<file path="src/rtl/instr_queue.sv">
// instr_queue: circular instruction buffer between fetch and decode/issue.
// Revision: 1.0
`default_nettype none

package instr_queue_pkg;
  typedef struct packed {
    logic [31:0] pc;
    logic [31:0] instruction;
    logic        prediction;
    logic        branch;
    logic        jump;
  } pipe_in_t;
endpackage

module instr_queue
  import instr_queue_pkg::*;
#(
  parameter int DEPTH = 8,
  parameter int CW    = $clog2(DEPTH) + 1
) (
  input  logic          clk,
  input  logic          reset,
  input  pipe_in_t      pipe_in,
  input  logic          enq_valid,
  output logic          enable,
  input  logic          deq_ready,
  output logic          deq_valid,
  output pipe_in_t      pipe_out,
  input  logic          flush,
  output logic [CW-1:0] count,
  output logic          full,
  output logic          empty
);

  localparam int AW = $clog2(DEPTH);

  pipe_in_t        mem [DEPTH];
  logic [AW-1:0]   head;
  logic [AW-1:0]   tail;
  logic            enq_fire;
  logic            deq_fire;

  assign full      = (count == CW'(DEPTH));
  assign empty     = (count == '0);
  assign enable    = !full;
  assign deq_valid = !empty;
  assign pipe_out  = mem[head];

  assign enq_fire = enq_valid & !full & !flush;
  assign deq_fire = deq_valid & deq_ready & !flush;

  // Storage has no reset: only pointers and count are cleared.
  always_ff @(posedge clk) begin
    if (!reset && enq_fire) begin
      mem[tail] <= pipe_in;
    end
  end

  // DEPTH is a power of two, so pointers wrap by natural overflow.
  always_ff @(posedge clk) begin
    if (reset || flush) begin
      head  <= '0;
      tail  <= '0;
      count <= '0;
    end else begin
      if (enq_fire) tail <= tail + 1'b1;
      if (deq_fire) head <= head + 1'b1;
      case ({enq_fire, deq_fire})
        2'b10:   count <= count + 1'b1;
        2'b01:   count <= count - 1'b1;
        default: count <= count;
      endcase
    end
  end

endmodule

`default_nettype wire
</file>
<file path="config.mk">
export PLATFORM = sky130hd
export DESIGN_NAME = instr_queue
export DESIGN_NICKNAME = d
export VERILOG_FILES = /design/src/rtl/instr_queue.sv
export SDC_FILE = /design/constraint.sdc
export NUM_CORES = 1
export LEC_CHECK = 0
export CAP_MARGIN = 20
export CORE_MARGIN = 2
export CORE_UTILIZATION = 35
export CTS_CLUSTER_DIAMETER = 200
export CTS_CLUSTER_SIZE = 40
export DETAILED_ROUTE_END_ITERATION = 10
export PLACE_DENSITY = 0.63
export SETUP_SLACK_MARGIN = 0.15
export SYNTH_ARGS = -nofsm -noshare
export SYNTH_HDL_FRONTEND = slang
export SYNTH_SLANG_ARGS = --single-unit
export TNS_END_PERCENT = 1
</file>
<file path="constraint.sdc">
create_clock -name clk -period 11.9 [get_ports clk]
set_input_delay 2.38 -clock clk [delete_from_list [all_inputs] [get_ports clk]]
set_output_delay 2.38 -clock clk [all_outputs]
set_load 0.005 [all_outputs]
</file>
# [After elaboration in Yosys (flattened, before gate mapping)]
# Memory sizes are Yosys's and may differ from the RTL's. A register that Yosys moved wholly into a read port is not among the register bits.
# Index checks and enable logic that the tools add are counted.
[classes] n_div=0 add_sub_neg=4 reduce_logical=8 n_bitwise=4 multipliers=0 n_lt_le_gt_ge=0 n_shift=0 n_eq_ne=3 n_mux=5
[op_table] op="$pmux W4 S2" count=1
[op_table] op="$add A3 B1 Y3 const B" count=2
[op_table] op="$mux W3" count=2
[op_table] op="$add A4 B1 Y4 const B" count=1
[op_table] op="$and A1 B1 Y1" count=4
[op_table] op="$eq A4 B4 Y1 const B" count=1
[op_table] op="$logic_not A1 Y1" count=4
[op_table] op="$logic_not A4 Y1" count=1
[op_table] op="$sub A4 B1 Y4 const B" count=1
[op_table] op="$eq A2 B1 Y1 const B" count=1
[op_table] op="$eq A2 B2 Y1 const B" count=1
[op_table] op="$mux W1" count=2
[op_table] op="$reduce_bool A2 Y1" count=1
[op_table] op="$logic_and A1 B1 Y1" count=1
[op_table] op="$logic_or A1 B1 Y1" count=1
[word_totals] latch_bits=0 memories=1 romBits=0 elab_cells=28 input_bits=72 out_inout_bits=75 regBits=10 mem_bits_rw=536
[mem_list] name="mem" words=8 width=67 rd=1 rd_clocked_by_memory_dff=1 wr=1 line="37" rtl="pipe_in_t mem [DEPTH];"

# [Logic depth before layout (Yosys ltp)]
[depth] ltp_word=7 ltp_mapped=10 mapped_depth_nobuf=10

# [Worst setup path before layout]
# OpenSTA, ideal clock, no wires.
[synth_path] path_kind="input to register" from="input enq_valid" to="memory mem[0][0] in the netlist's numbering (enable)" path_stages=4 n_path_buf=0 slack_ps=1602 setup_ps=681 t_required_ps=11219 arrival_ps=9617 cell_sequence="nor2b_1 > and2_4 > inv_2 > nor4b_1"
[synth_between] elab_chain_cells=5
[synth_lines] item="start, declared" line="24" rtl="input logic enq_valid,"
[synth_lines] item="$and A1 B1 Y1 (2 in series)" line="49" rtl="assign enq_fire = enq_valid & !full & !flush;"
[synth_lines] item="$logic_and A1 B1 Y1" line="54" rtl="if (!reset && enq_fire) begin"
[synth_lines] item="$mux W1" line="54"
[synth_lines] item="$mux W1 (not written as such)" line="55" rtl="mem[tail] <= pipe_in;"
[synth_lines] item="end, declared" line="37"
# No other way between the ends.

==> impl_results.md <==
- Worst Tran Pin Value: 1.10 ns
- Synth top area share: 76.2%
- Largest delay share family, worst path: buffers and inverters
- Worst R2R Start: count[0]
- Cell Area, Synth: 21100 um^2
- Routed vias/inst: 4.97
- DRT iter0 DRCs: 645
- Worst rel slew slack: 26.4%
- Core Area: 60000 um^2
- CP peak stage delay: 0.88 ns
- Fin area: 24000 um^2
- Routed Antenna Nets: 0
- Hold WC Path Type: reg -> reg
- Die area: 62400 um^2
- Slew Limit Fails: 0
- R2r endpoint: mem[2][64]
- Die width: 250 um
- Num rows: 90
- Number of global-route vias before repair: 9478
- Worst-path cell chain: buf_4, buf_4, mux4_1, mux2_4, clkdlybuf4s50_1
- Reg-to-reg slack, setup: 8.94 ns
- Pin count of the biggest net entering global routing: 69
- Pleak: 7.17 nW
- Register area: 16400 um^2
- Leading area contributor after synthesis: edfxtp_1
- First-pass GRT wire length: 61400 um
- Worst-Skew Late Latency: 0.56 ns
- PD cells: 126 nW/um^2
- Ys Warns: 0
- CP most frequent cell: buf_4
- Most common cell after layout, fill and taps aside: edfxtp_1
- Share of cells above drive strength 1: 23.9%
- Synth cell types: 37
- Nets: 1081
- Post-Syn Area per Cell: 24.7 um^2
- Dominant cells by area after synthesis: edfxtp_1 (76%), mux4_2 (13%), mux2_4 (4.3%)
- Critical path data required time: 9.52 ns
- Input/output buffers: 146
- Synth Instances: 855
- Diodes inserted: 0
- Final RePlAce weighted congestion: 0.677
- Status: finished clean
- Peak VDD IR: 0.0794 mV
- Area Overhead vs Synth: 13.5%
- CP Class: reg -> out
- # hold bufs at CTS: 0
- Final period utilization: 53.4%
- Hold path startpoint: head[2]
- TritonCTS clock tree: done
- Final Power: 3.03 mW
- Async set or reset register ratio after synthesis: 0%
- Final setup skew: 0.0140 ns
- Wire per inst: 23.1 um
- Postcts setup bufs: 0
- Num CTS Buffers: 17
- Crit end category: output pin
- Finished Layout Cells: 1795
- I/O pins: 147
- DRT Pass-1 Iters: 4
- Area after DPL: 23500 um^2
- Period minus WS final: 6.35 ns
- Max Clock Freq: 157 MHz
- Hold Violations, Final: 0
- Endpoints failing setup: 0
- Worst Path Max Fanout: 68
- Register area share after synthesis: 77.4%
- Net Count, Synth: 933
- Routed via count: 8921
- Initial core utilization: 35.2%
- Most frequent cells in the layout: edfxtp_1 (536), clkdlybuf4s50_1 (146), mux4_2 (118)
- Crit path DAT: 3.97 ns
- Dpl cells: 1766
- H-tree levels: 1
- #FFs+latches synth: 549
- R2R depth: 6
- CP startpoint kind: flip-flop
- Synth Flop Type: edfxtp_1
- CTS Sinks: 549
- DP HPWL: 22400 um
- Total GRT Usage: 13.1%
- Setup_tns: 0 ns
- CTS max path bufs: 3
- RSZ-0062 raised after global routing: no
- Initial antenna violation count: 6
- GRT overflow: 0
- Fillers: 5218
- Maximum capacitance violations: 0
- Root Driver: clkbuf_16
- Area of the multi-input gates: 4510 um^2
- DRC violations left: 0
- Slowest-stage cell, CP: buf_4
- WL final: 41500 um
- Resized cells post-CTS: 0
- Clock-pin slew on the worst setup and hold paths: 0.14 ns
- Die H: 250 um
- Post-synth EDFFs: 536
- Hold depth: 2
- CP bufs+invs: 3
==> layout make-up <==
type                            instances  share of cell area [%]
Multi-Input combinational cell        261                    18.8
Clock buffer                           28                    1.95
Sequential cell                       549                    68.2
Tap cell                              782                    4.08
Clock inverter                          1                  0.0678
Timing Repair Buffer                  168                    6.78
Inverter                                6                  0.0939
==> per-stage QoR <==
step | hold slack, ns | util (%) | setup slack [ns]
after floorplan | 0.490 | - | 1.60
after global placement | 0.504 | 39.2 | 6.08
after detailed placement | 0.504 | 39.2 | 6.06
after CTS | 0.529 | 40.0 | 5.41
after global routing | 0.581 | 40.0 | 5.29
final | 0.530 | 40.0 | 5.55
==> synthesized netlist by cell type (2+ instances only) <==
cell type / n
edfxtp_1: 536
mux4_2: 118
mux2_4: 60
nor2_1: 18
mux4_1: 16
buf_2: 15
clkbuf_1: 14
dfxtp_1: 13
buf_12: 7
mux2_2: 7
nand2_1: 6
ha_1: 5
inv_1: 5
a21oi_1: 4
nor3_1: 3
xnor2_1: 3
xor2_1: 3
clkbuf_4: 2
nand3_1: 2
==> state kept, by name, summed over array words and instances (netlist names), named ones only <==
name / count
head: 3
mem: 536
tail: 3
count: 4
==> power breakdown <==
| part | switching (mW) | internal [mW] | leakage [nW] | total, mW |
|---|---|---|---|---|
| sequential | 0.00271 | 2.13 | 4.94 | 2.13 |
| combinational | 0.0457 | 0.0533 | 2.00 | 0.0990 |
| clock | 0.526 | 0.279 | 0.229 | 0.805 |
| total | 0.574 | 2.46 | 7.17 | 3.03 |
==> worst register-to-register path, cell delays in order (launching register included) <==
cell and delay (ns):
dfxtp_1 0.49, or4b_4 0.22, and2_4 0.17, nand2_1 0.21, nor4_2 0.22, buf_4 0.59, buf_4 0.67
==> layer usage <==
layer,GRT usage (%),wire length [um]
met3,2.40,1690
met2,22.0,20500
met5,0,69
met1,18.3,18800
met4,2.03,439
==> how the worst max path moves through the flow <==
stage / depth (start not counted) / start / slack [ns] / end
final: 5 / flip-flop / 5.55 / pipe_out[57]
after global routing: 5 / flip-flop / 5.29 / pipe_out[24]
after CTS: 5 / flip-flop / 5.41 / pipe_out[25]
after detailed placement: 5 / flip-flop / 6.06 / pipe_out[25]
after global placement: 5 / flip-flop / 6.08 / pipe_out[25]
after floorplan: 4 / enq_valid / 1.60 / mem[0][0]
==> logic make-up (layout without fill, tap and decap cells) <==
group / Yosys count / in the layout / synth area share (%)
AO/OA/AOI/OAI: 7 / 7 / 0.189
XOR/XNOR: 6 / 6 / 0.249
adder cells (fa/ha/maj): 6 / 6 / 0.391
buffers and inverters: 45 / 203 / 1.50
flip-flops: 549 / 549 / 77.4
multiplexers: 202 / 202 / 19.2
AND/OR/NAND/NOR: 40 / 40 / 1.03
Power figures use the tool's default switching activity.
